==> src/rtl/display_timing_pkg.sv <==
// Shared phase encoding, default VGA raster timing and widths
// for the display timing sequencer.
package display_timing_pkg;

    typedef enum logic [1:0] {
        PH_SYNC   = 2'd0,
        PH_BACK   = 2'd1,
        PH_ACTIVE = 2'd2,
        PH_FRONT  = 2'd3
    } phase_e;

    localparam int H_SYNC_C   = 192;
    localparam int H_BACK_C   = 96;
    localparam int H_ACTIVE_C = 1280;
    localparam int H_FRONT_C  = 32;

    localparam int V_SYNC_C   = 2;
    localparam int V_BACK_C   = 33;
    localparam int V_ACTIVE_C = 480;
    localparam int V_FRONT_C  = 10;

    localparam int H_DIV_C = 10;
    localparam int V_DIV_C = 4;

    localparam int HCNT_W  = 11;
    localparam int VCNT_W  = 10;
    localparam int HADDR_W = 7;
    localparam int VADDR_W = 7;

endpackage

==> src/rtl/display_timing_ctrl_axis.sv <==
// One raster axis: wrapping counter plus SYNC/BACK/ACTIVE/FRONT phase,
// both registered so the phase is aligned with the count it belongs to.
module timing_axis_counter
    import display_timing_pkg::*;
#(
    parameter int SYNC   = H_SYNC_C,
    parameter int BACK   = H_BACK_C,
    parameter int ACTIVE = H_ACTIVE_C,
    parameter int FRONT  = H_FRONT_C,
    parameter int WIDTH  = HCNT_W
) (
    input  logic             clk,
    input  logic             reset,
    input  logic             advance_i,
    output logic [WIDTH-1:0] count_o,
    output phase_e           phase_o,
    output phase_e           phase_nxt_o,
    output logic             wrap_o
);

    localparam int TOTAL = SYNC + BACK + ACTIVE + FRONT;
    localparam logic [WIDTH-1:0] LAST = WIDTH'(TOTAL - 1);
    localparam logic [WIDTH-1:0] B0   = WIDTH'(SYNC);
    localparam logic [WIDTH-1:0] A0   = WIDTH'(SYNC + BACK);
    localparam logic [WIDTH-1:0] F0   = WIDTH'(SYNC + BACK + ACTIVE);

    logic [WIDTH-1:0] count_q, count_d;
    phase_e           phase_q, phase_d;

    always_comb begin
        wrap_o  = advance_i && (count_q == LAST);
        count_d = count_q;
        phase_d = phase_q;
        if (advance_i) begin
            count_d = wrap_o ? '0 : count_q + 1'b1;
            if (count_d == '0)
                phase_d = PH_SYNC;
            else if (count_d == B0)
                phase_d = PH_BACK;
            else if (count_d == A0)
                phase_d = PH_ACTIVE;
            else if (count_d == F0)
                phase_d = PH_FRONT;
        end
    end

    always_ff @(posedge clk) begin
        if (reset) begin
            count_q <= '0;
            phase_q <= PH_SYNC;
        end else begin
            count_q <= count_d;
            phase_q <= phase_d;
        end
    end

    assign count_o     = count_q;
    assign phase_o     = phase_q;
    assign phase_nxt_o = phase_d;

endmodule

==> src/rtl/display_timing_ctrl.sv <==
// VGA raster sequencer: H/V axis counters, sync and video window decode,
// character-cell address dividers and line/frame strobes.
module display_timing_ctrl
    import display_timing_pkg::*;
#(
    parameter int H_SYNC   = H_SYNC_C,
    parameter int H_BACK   = H_BACK_C,
    parameter int H_ACTIVE = H_ACTIVE_C,
    parameter int H_FRONT  = H_FRONT_C,
    parameter int V_SYNC   = V_SYNC_C,
    parameter int V_BACK   = V_BACK_C,
    parameter int V_ACTIVE = V_ACTIVE_C,
    parameter int V_FRONT  = V_FRONT_C,
    parameter int H_DIV    = H_DIV_C,
    parameter int V_DIV    = V_DIV_C
) (
    input  logic               clk,
    input  logic               reset,
    input  logic               enable,
    output logic               hsync,
    output logic               vsync,
    output logic               video_on,
    output logic [HADDR_W-1:0] haddr,
    output logic [VADDR_W-1:0] vaddr,
    output logic               line_start,
    output logic               frame_start,
    output logic [1:0]         hphase
);

    localparam int HDIV_W = (H_DIV > 1) ? $clog2(H_DIV) : 1;
    localparam int VDIV_W = (V_DIV > 1) ? $clog2(V_DIV) : 1;
    localparam int V_TOT  = V_SYNC + V_BACK + V_ACTIVE + V_FRONT;

    localparam logic [HCNT_W-1:0] H_ENTER   = HCNT_W'(H_SYNC + H_BACK - 1);
    localparam logic [VCNT_W-1:0] V_LAST    = VCNT_W'(V_TOT - 1);
    localparam logic [HDIV_W-1:0] HDIV_LAST = HDIV_W'(H_DIV - 1);
    localparam logic [VDIV_W-1:0] VDIV_LAST = VDIV_W'(V_DIV - 1);

    logic [HCNT_W-1:0] hcount;
    logic [VCNT_W-1:0] vcount;
    phase_e            hph, hph_nxt, vph, vph_nxt;
    logic              h_wrap, v_wrap, v_adv;

    assign v_adv = enable && h_wrap;

    timing_axis_counter #(
        .SYNC(H_SYNC), .BACK(H_BACK), .ACTIVE(H_ACTIVE),
        .FRONT(H_FRONT), .WIDTH(HCNT_W)
    ) u_h (
        .clk(clk), .reset(reset), .advance_i(enable),
        .count_o(hcount), .phase_o(hph),
        .phase_nxt_o(hph_nxt), .wrap_o(h_wrap)
    );

    timing_axis_counter #(
        .SYNC(V_SYNC), .BACK(V_BACK), .ACTIVE(V_ACTIVE),
        .FRONT(V_FRONT), .WIDTH(VCNT_W)
    ) u_v (
        .clk(clk), .reset(reset), .advance_i(v_adv),
        .count_o(vcount), .phase_o(vph),
        .phase_nxt_o(vph_nxt), .wrap_o(v_wrap)
    );

    logic               hsync_q, hsync_d, vsync_q, vsync_d;
    logic               video_on_q, video_on_d;
    logic [HADDR_W-1:0] haddr_q, haddr_d;
    logic [VADDR_W-1:0] vaddr_q, vaddr_d;
    logic [HDIV_W-1:0]  hdiv_q, hdiv_d;
    logic [VDIV_W-1:0]  vdiv_q, vdiv_d;
    logic               line_start_q, line_start_d;
    logic               frame_start_q, frame_start_d;

    // Decode from next-state phases so outputs line up with the counters.
    always_comb begin
        hsync_d       = (hph_nxt != PH_SYNC);
        vsync_d       = (vph_nxt != PH_SYNC);
        video_on_d    = (hph_nxt == PH_ACTIVE) && (vph_nxt == PH_ACTIVE);
        line_start_d  = h_wrap;
        frame_start_d = h_wrap && (vcount == V_LAST);
        haddr_d       = haddr_q;
        hdiv_d        = hdiv_q;
        vaddr_d       = vaddr_q;
        vdiv_d        = vdiv_q;

        if (enable && hcount == H_ENTER) begin
            haddr_d = '0;
            hdiv_d  = '0;
        end else if (enable && hph == PH_ACTIVE) begin
            if (hdiv_q == HDIV_LAST) begin
                hdiv_d  = '0;
                haddr_d = haddr_q + 1'b1;
            end else begin
                hdiv_d = hdiv_q + 1'b1;
            end
        end

        if (v_wrap) begin
            vaddr_d = '0;
            vdiv_d  = '0;
        end else if (h_wrap && vph == PH_ACTIVE) begin
            if (vdiv_q == VDIV_LAST) begin
                vdiv_d  = '0;
                vaddr_d = vaddr_q + 1'b1;
            end else begin
                vdiv_d = vdiv_q + 1'b1;
            end
        end
    end

    always_ff @(posedge clk) begin
        if (reset) begin
            hsync_q       <= 1'b0;
            vsync_q       <= 1'b0;
            video_on_q    <= 1'b0;
            haddr_q       <= '0;
            vaddr_q       <= '0;
            hdiv_q        <= '0;
            vdiv_q        <= '0;
            line_start_q  <= 1'b0;
            frame_start_q <= 1'b0;
        end else begin
            hsync_q       <= hsync_d;
            vsync_q       <= vsync_d;
            video_on_q    <= video_on_d;
            haddr_q       <= haddr_d;
            vaddr_q       <= vaddr_d;
            hdiv_q        <= hdiv_d;
            vdiv_q        <= vdiv_d;
            line_start_q  <= line_start_d;
            frame_start_q <= frame_start_d;
        end
    end

    assign hsync       = hsync_q;
    assign vsync       = vsync_q;
    assign video_on    = video_on_q;
    assign haddr       = haddr_q;
    assign vaddr       = vaddr_q;
    assign line_start  = line_start_q;
    assign frame_start = frame_start_q;
    assign hphase      = hph;

endmodule

==> config.mk <==
export PLATFORM = sky130hd
export DESIGN_NAME = display_timing_ctrl
export DESIGN_NICKNAME = d
export VERILOG_FILES = /design/src/rtl/display_timing_pkg.sv /design/src/rtl/display_timing_ctrl_axis.sv /design/src/rtl/display_timing_ctrl.sv
export SDC_FILE = /design/constraint.sdc
export NUM_CORES = 1
export LEC_CHECK = 0
export ABC_AREA = 1
export BUFFER_PORTS_ARGS = -buffer_cell sky130_fd_sc_hd__clkbuf_2
export CAP_MARGIN = 20
export CORE_ASPECT_RATIO = 1.5
export CORE_MARGIN = 8
export CORE_UTILIZATION = 50
export CTS_CLUSTER_DIAMETER = 50
export CTS_CLUSTER_SIZE = 12
export DETAILED_ROUTE_END_ITERATION = 10
export PLACE_DENSITY = 0.68
export SYNTH_ARGS = -nofsm -noshare
export SYNTH_HDL_FRONTEND = slang
export SYNTH_HIERARCHICAL = 1
export SYNTH_SLANG_ARGS = --single-unit
export TNS_END_PERCENT = 100
==> constraint.sdc <==
create_clock -name clk -period 2.95 [get_ports clk]
set_input_delay 0.295 -clock clk [delete_from_list [all_inputs] [get_ports clk]]
set_output_delay 0.295 -clock clk [all_outputs]
set_load 0.01 [all_outputs]
==> After elaboration in Yosys (flattened, before gate mapping) <==
Cells that the tools add are included.
{ "totals": {"output_inout_bits": 21, "elab_cells": 64, "reg_bits": 50} }
{ "classes": {"n_mux": 14, "n_eq_ne": 15, "n_reduce_logical": 16, "addsub": 6} }
{ "ops": {"columns": ["cell", "count"], "rows": [
  ["== test 11 bit (second input constant)", 2],
  ["== test 11 x 9 -> 1 bit (second input constant)", 2],
  ["2-to-1 mux 2 bit", 11],
  ["== test 10 bit (second input constant)", 2],
  ["adder 7 x 1 -> 7 bit (second input constant)", 2],
  ["adder 11 x 1 -> 11 bit (second input constant)", 1],
  ["== test 11 x 8 -> 1 bit (second input constant)", 1],
  ["logical NOT 11 bit", 1],
  ["2-to-1 mux 11 bit", 1],
  ["adder 10 x 1 -> 10 bit (second input constant)", 1],
  ["== test 10 x 2 -> 1 bit (second input constant)", 1],
  ["== test 10 x 6 -> 1 bit (second input constant)", 1],
  ["== test 2 bit (second input constant)", 5],
  ["logical NOT 10 bit", 1],
  ["2-to-1 mux 10 bit", 1],
  ["logical AND 1 bit", 8],
  ["adder 4 x 1 -> 4 bit (second input constant)", 1],
  ["== test 4 bit (second input constant)", 1],
  ["2-to-1 mux 4 bit", 1],
  ["AND reduction 2 bit", 2],
  ["nonzero test 2 bit", 2],
  ["OR reduction 2 bit", 2],
  ["adder 2 x 1 -> 2 bit (second input constant)", 1]
]} }

==> Longest topological paths before layout <==
Gate-level depths: netlist of the first run.
{ "logic_depth": {"ltp_word": 13, "mapped_depth": 22} }

==> Hierarchy <==
Netlist of the first run, hierarchy kept.
{ "by_module_without_submodules": {"columns": ["module", "instances", "cells_per_inst", "area_per_inst_um2"], "rows": [
  ["display_timing_ctrl", 1, 169, 1182.4],
  ["timing_axis_counter (u_h)", 1, 141, 917.1],
  ["timing_axis_counter (u_v)", 1, 139, 902.1]
]} }

==> Worst setup path after synthesis of the first run <==
OpenSTA, ideal clock, no wires.
{ "synth_path": {"path_type": "flip-flop to flip-flop", "startpoint": "reg u_h.count_q[0] (netlist: u_h/count_o[0])", "endpoint": "reg video_on_q (netlist: video_on)", "stages_incl_launch_ff": 21, "t_arrival_ns": 2.455, "setup_ns": 0.096, "period_less_slack_ns": 2.551, "path_buffers": 1, "path_slack_ns": 0.399, "path_cell_list": "dfxtp_1 > ha_1 > nand2_1 > nor2_4 > nand3_4 > inv_1 > nand2_1 > inv_1 > buf_4 > nand2_1 > nor2_2 > nand3_4 > nand2_1 > nand2_1 > nor2_2 > nand3_1 > nand2_1 > nand2_1 > nand2_2 > nand2_1 > nor4b_1"} }
{ "synth_between": {"elab_chain_len": 13} }
{ "synth_rtl": {"columns": ["item", "line_no", "text"], "rows": [
  ["start: declaration", "display_timing_ctrl_axis.sv:27", "logic [WIDTH-1:0] count_q, count_d;"],
  ["start signal: assignment", "display_timing_ctrl_axis.sv:52", "count_q <= count_d;"],
  ["== test 11 bit *", "display_timing_ctrl_axis.sv:31", "wrap_o = advance_i && (count_q == LAST);"],
  ["logical AND 1 bit *", "display_timing_ctrl_axis.sv:31", null],
  ["net h_wrap", "display_timing_ctrl.sv:42", "logic h_wrap, v_wrap, v_adv;"],
  ["logical AND 1 bit *", "display_timing_ctrl.sv:44", "assign v_adv = enable && h_wrap;"],
  ["net v_adv", "display_timing_ctrl.sv:42", null],
  ["logical AND 1 bit", "display_timing_ctrl_axis.sv:31", null],
  ["2-to-1 mux 10 bit", "display_timing_ctrl_axis.sv:35", "count_d = wrap_o ? '0 : count_q + 1'b1;"],
  ["== test 10 bit", "display_timing_ctrl_axis.sv:42", "else if (count_d == F0)"],
  ["2-to-1 mux 2 bit", "display_timing_ctrl_axis.sv:42", null],
  ["2-to-1 mux 2 bit", "display_timing_ctrl_axis.sv:40", "else if (count_d == A0)"],
  ["2-to-1 mux 2 bit", "display_timing_ctrl_axis.sv:38", "else if (count_d == B0)"],
  ["2-to-1 mux 2 bit", "display_timing_ctrl_axis.sv:36", "if (count_d == '0)"],
  ["2-to-1 mux 2 bit *", "display_timing_ctrl_axis.sv:34", "if (advance_i) begin"],
  ["net vph_nxt[0]", "display_timing_ctrl.sv:41", "phase_e hph, hph_nxt, vph, vph_nxt;"],
  ["== test 2 bit *", "display_timing_ctrl.sv:77", "video_on_d = (hph_nxt == PH_ACTIVE) && (vph_nxt == PH_ACTIVE);"],
  ["logical AND 1 bit *", "display_timing_ctrl.sv:77", null],
  ["end signal: assignment", "display_timing_ctrl.sv:124", "video_on_q <= video_on_d;"],
  ["end: declaration", "display_timing_ctrl.sv:65", "logic video_on_q, video_on_d;"]
]} }
Mark *: on every way through the listed nets, which the timed path passes. The rest lies on a longest branch.
A chain may end at the register's enable or synchronous reset.

==> Worst setup path in the final report of the first run <==
Ends and elaborated chain as after synthesis.

==> impl_metrics.json, run 1 <==
{
  "run_status": "finished clean",
  "core.rowCount": 34,
  "finalPower_w": 0.001288,
  "drt-initial-drc-count": 178,
  "met3_usage_pct": 2.679,
  "synth_cells": 449,
  "totalWireLength_mm": 6.760,
  "overflow": 0,
  "worst_slack_ps": 352.4,
  "num_vias": 2862,
  "cts_buffer_depth": 2,
  "antenna_found_initial": 0,
  "critPathCaptureType": "flip-flop",
  "dieArea_sq_um": 8790,
  "synth-edff-count": 0,
  "worstSetupStartpoint": "u_h/count_o[0]",
  "yosysWarnings": 6,
  "p_per_area_nw_per_um2": 383.7,
  "fillCellCount": 580,
  "worst_ep_required_time_ps": 3170,
  "regToRegStartpoint": "u_h/count_o[0]",
  "cts_root_buffer": "clkbuf_8",
  "post_drt_wl_per_cell_um": 12.20,
  "die_w_um": 79.26,
  "relSlewSlack_pct": 68.68,
  "htreeDepth": 2,
  "grt_use_met2_pct": 29.61,
  "post-place-cells": 541,
  "hold_viol_final": 0,
  "fin_skew_ps": 12.03,
  "crit_fanout": 7,
  "cts_buffers": 5,
  "syn-num-nets": 458,
  "grt_pass1_vias": 2758,
  "final-max-slew-violation-count": 0,
  "syn_to_final_growth_pct": 11.80,
  "portBuffers": 23,
  "busiest_layer": "met2",
  "ys_async_sr_fraction_pct": 0,
  "dr.pass1.iters": 6,
  "layout_common_cells": "nand2_1 (111), inv_1 (53), dfxtp_1 (48)",
  "max_cap_violations": 0,
  "synth-main-ff-cell": "dfxtp_1",
  "hp-class": "input pin to flip-flop",
  "n_antenna_cell": 0,
  "irDropWorstVdd_mv": 0.3050,
  "fin_crit_sh_pct": 88.05,
  "critPathArrivalTime_ps": 2810,
  "grt_pass1_wl_mm": 11.74,
  "place.gp.congestion": 0.9061,
  "fin_cells": 554,
  "vias_per_cell": 5.166,
  "ys_seq_area_share_pct": 33.35,
  "nets": 490,
  "synth-seq-cells": 50,
  "cts_sinks": 50,
  "drive_gt1_share_pct": 19.09,
  "fmax_mhz": 385.0,
  "drc_errors": 0,
  "hp-start": "reset",
  "tightestPinTransition_ps": 468.0,
  "met1_usage_pct": 16.68,
  "p_leak_nw": 1.491,
  "fin_setup_tns_ps": 0,
  "insertion_delay_ps": 310,
  "path_class": "flip-flop to flip-flop",
  "cts_tree": "yes",
  "fp.dieH_um": 110.9,
  "grt_max_degree": 28,
  "grt_usage_pct": 15.90,
  "period_needed_ps": 2598,
  "layout_commonest_cell": "nand2_1",
  "syn_area_per_cell_sq_um": 6.685,
  "core_region_area_sq_um": 5786,
  "startpoint_type": "flip-flop",
  "pre_cts_slack_ps": 206.3,
  "ys_types": 34,
  "rsz0062_at_grt": "no",
  "path_clk_slew_ps": 100,
  "setup_viol": 0,
  "initial_utilization_pct": 51.88,
  "io_pins": 24,
  "synth_area_sq_um": 3002,
  "ant_nets": 0,
  "dpl.hpwl_mm": 5.122,
  "hold_buffers": 0
}
[final cells by class]
cell class | instances | area [sq um] | share of cell area (%)
clock inverters | 3 | 43.79 | 1.305
clock buffers | 5 | 68.82 | 2.051
multi-input cells | 333 | 1753 | 52.24
inverters | 61 | 229.0 | 6.823
well taps | 72 | 90.09 | 2.685
repair buffers | 30 | 167.7 | 4.996
flip-flops and latches | 50 | 1003 | 29.90
[metrics by stage]
step / utilization [%] / hold slack, ps / cell area (sq um)
2_1_floorplan: - / 357.4 / 3002
3_3_place_gp: 55.23 / 488.5 / 3196
3_5_place_dp: 55.23 / 494.0 / 3196
4_1_cts: 57.18 / 348.4 / 3308
5_1_grt: 58.00 / 375.6 / 3356
6_report: 58.00 / 355.7 / 3356
[sequential cells by signal, indices dropped and copies added, names as in the netlist]
signal       count
u_h/count_o     11
video_on         1
vdiv_q           2
u_v/phase_o      2
haddr            7
u_h/phase_o      2
vaddr            7
line_start       1
u_v/count_o     10
hdiv_q           4
hsync            1
frame_start      1
vsync            1
[per-layer routing]
layer / part of all wire (%) / vias to the layer above / routed length (um)
li1: - / 1508 / -
met4: 2.5 / 0 / 169
met1: 42 / 1308 / 2860
met2: 53 / 31 / 3562
met5: 0 / - / 0
met3: 2.5 / 15 / 168
[worst paths after layout]
kind | end | slack (ps) | cells past startpoint
max | video_on | 350 | 19
min | u_h/phase_o[0] | 360 | 2
max reg2reg | video_on | 350 | 19
min reg2reg | vaddr[1] | 500 | 2
[cell usage after synthesis (all sizes together) (2+ instances only)]
library cell	count	area, sq um
nand2	127	531.8
nor2	61	286.5
inv	59	221.5
dfxtp	50	1001
nand3	38	260.3
a21oi	32	167.7
o21ai	30	150.1
nand4	9	56.30
ha	6	75.07
nor3	6	30.03
nand3b	5	37.54
xor2	5	43.79
clkbuf	3	11.26
o21bai	3	22.52
a211oi	2	15.01
buf	2	15.01
clkinv	2	7.510
nor3b	2	15.01
or2	2	12.52
[kinds of logic after synthesis]
| kind of cell | after synthesis | synth area share (%) |
|---|---|---|
| adder cells (fa/ha/maj) | 6 | 2.501 |
| AND/OR/NAND/NOR | 251 | 41.27 |
| XOR/XNOR | 6 | 1.751 |
| AO/OA/AOI/OAI | 70 | 12.63 |
| buffers and inverters | 66 | 8.503 |
| flip-flops | 50 | 33.35 |
[critical path, stage by stage, from the launching register on]
cell     delay [ps]
dfxtp_2         380
ha_2            210
nand2_1         110
nor2_4          160
nand3_4         140
inv_2           100
nand2_1          50
inv_1            70
nand2_1          80
nor2_4          150
nand3_4         120
nand2_1         100
nand2_1          70
nor2_2          110
nand3_1         110
nand3_1          80
nand3_1         100
nand2_1          80
nand2_1          70
nor4b_1         220
[report_power, final]
group / total [W] / switching (W) / internal [W]
combinational: 0.0000875 / 0.0000581 / 0.0000294
sequential: 0.000702 / 0.0000163 / 0.000685
clock: 0.000499 / 0.000244 / 0.000255
[repair_timing]
item,4_1_cts,5_1_grt
resized for setup,0,5
setup endpoints to repair,0,2
buffers inserted,0,5
Note: power is estimated with default switching activity, not from simulation.
==> run 2: changes to the inputs <==
--- a/config.mk
+++ b/config.mk
@@ -10,11 +10,11 @@
 export CAP_MARGIN = 20
 export CORE_ASPECT_RATIO = 1.5
 export CORE_MARGIN = 8
-export CORE_UTILIZATION = 50
+export CORE_UTILIZATION = 60
 export CTS_CLUSTER_DIAMETER = 50
 export CTS_CLUSTER_SIZE = 12
 export DETAILED_ROUTE_END_ITERATION = 10
-export PLACE_DENSITY = 0.68
+export PLACE_DENSITY = 0.8
 export SYNTH_ARGS = -nofsm -noshare
 export SYNTH_HDL_FRONTEND = slang
 export SYNTH_HIERARCHICAL = 1
==> impl_metrics.json, run 2 (synthesized netlist as in run 1, its figures left out) <==
{
  "rsz0062_at_grt": "no",
  "cts_sinks": 50,
  "worst-r2r-cell-count": 19,
  "stdcell_area_sq_um": 3313,
  "nets": 487,
  "vias_per_cell": 5.224,
  "startpoint_type": "flip-flop",
  "layout_commonest_cell": "nand2_1",
  "initial_utilization_pct": 62.41,
  "cts_buffer_depth": 2,
  "die_w_um": 73.75,
  "ant_nets": 0,
  "overflow": 0,
  "min_path_cells": 2,
  "cts_tree": "yes",
  "cts_buffers": 5,
  "period_needed_ps": 2648,
  "fp.dieH_um": 102.6,
  "fin_skew_ps": 11.25,
  "worst_ep_required_time_ps": 3180,
  "p_per_area_nw_per_um2": 369.9,
  "dpl.hpwl_mm": 4.957,
  "pre_cts_slack_ps": 184.0,
  "grt_pass1_vias": 2602,
  "fin_setup_tns_ps": 0,
  "n_antenna_cell": 0,
  "syn_to_final_growth_pct": 10.38,
  "largest_register_ffs": 11,
  "antenna_found_initial": 0,
  "core.rowCount": 31,
  "crit_fanout": 9,
  "fillCellCount": 453,
  "worst_slack_ps": 302.3,
  "post_drt_wl_per_cell_um": 11.63,
  "path_class": "flip-flop to flip-flop",
  "max_cap_violations": 0,
  "num_vias": 2847,
  "insertion_delay_ps": 310,
  "placed_area_sq_um": 3196,
  "drc_errors": 0,
  "fin_util_pct": 68.89,
  "tightestPinTransition_ps": 480.2,
  "io_pins": 24,
  "setup_viol": 0,
  "hold_viol_final": 0,
  "drt-initial-drc-count": 163,
  "htreeDepth": 2,
  "drive_gt1_share_pct": 18.58,
  "path_clk_slew_ps": 100,
  "critPathArrivalTime_ps": 2880,
  "grt_pass1_wl_mm": 11.05,
  "cts_root_buffer": "clkbuf_8",
  "totalWireLength_mm": 6.339,
  "critPathCaptureType": "flip-flop",
  "p_leak_nw": 1.471,
  "grt_usage_pct": 18.17,
  "dr.pass1.iters": 4,
  "hold_buffers": 0,
  "relSlewSlack_pct": 67.87,
  "fmax_mhz": 377.7,
  "run_status": "finished clean",
  "final-max-slew-violation-count": 0,
  "grt_max_degree": 28,
  "hp-class": "input pin to flip-flop",
  "irDropWorstVdd_mv": 0.3060,
  "dieArea_sq_um": 7569,
  "place.gp.congestion": 0.9277,
  "core_region_area_sq_um": 4810,
  "fin_crit_sh_pct": 89.75,
  "layout_common_cells": "nand2_1 (111), inv_1 (54), dfxtp_1 (48)",
  "portBuffers": 23
}
-- run 2: worst max-delay path: stages, from the launching register on --
cell and delay (ps):
dfxtp_2 380, ha_2 210, nand2_1 110, nor2_4 160, nand3_4 160, inv_1 140
nand2_1 60, inv_1 70, nand2_1 60, nor2_2 170, nand3_4 130, nand2_1 100
nand2_1 60, nor2_2 120, nand3_1 120, nand3_1 90, nand3_1 90, nand2_1 70
nand2_1 80, nor4b_2 210
-- run 2: report_power, final --
group / total, W / leakage (nW) / switching (W) / internal [W]
registers: 0.000700 / 0.406 / 0.0000145 / 0.000685
logic: 0.0000888 / 1.02 / 0.0000584 / 0.0000304
clock network: 0.000437 / 0.0478 / 0.000243 / 0.000193
-- run 2: through the flow --
stage | total power (W) | cells | hold WS, ps
6_report | 0.001226 | 545 | 344.9
2_1_floorplan | 0.0007781 | 449 | 357.4
4_1_cts | 0.001238 | 544 | 330.5
3_5_place_dp | 0.0008036 | 536 | 488.0
5_1_grt | 0.001282 | 545 | 351.5
3_3_place_gp | 0.0008012 | 536 | 486.0
-- run 2: worst paths after layout --
check,startpoint,endpoint,slack [ps]
max,u_h/count_o[0],video_on,300
min reg2reg,vaddr[1],vaddr[1],500
max reg2reg,u_h/count_o[0],video_on,300
min,reset,u_h/phase_o[0],340
-- run 2: what timing repair did --
action | 4_1_cts | 5_1_grt
resized for setup | 0 | 4
buffers inserted | 0 | 1
endpoints found under the hold margin | 0 | 0
endpoints found under the setup margin | 0 | 1
-- run 2: cell type report --
cell class | count | area [sq um] | area share, %
Inverter | 61 | 229.0 | 6.911
Multi-Input combinational cell | 333 | 1754 | 52.95
Clock inverter | 2 | 16.27 | 0.4909
Clock buffer | 6 | 82.58 | 2.492
Sequential cell | 50 | 1003 | 30.29
Tap cell | 66 | 82.58 | 2.492
Timing Repair Buffer | 27 | 145.1 | 4.381
-- run 2: metal layers --
metal  global-route usage (%)  routed length (um)  part of all wire, %
met5                        0                   0                    0
met3                    3.116                 207                  3.3
met4                    8.037                 159                  2.5
met1                    18.88                2567                   40
met2                    34.11                3404                   54
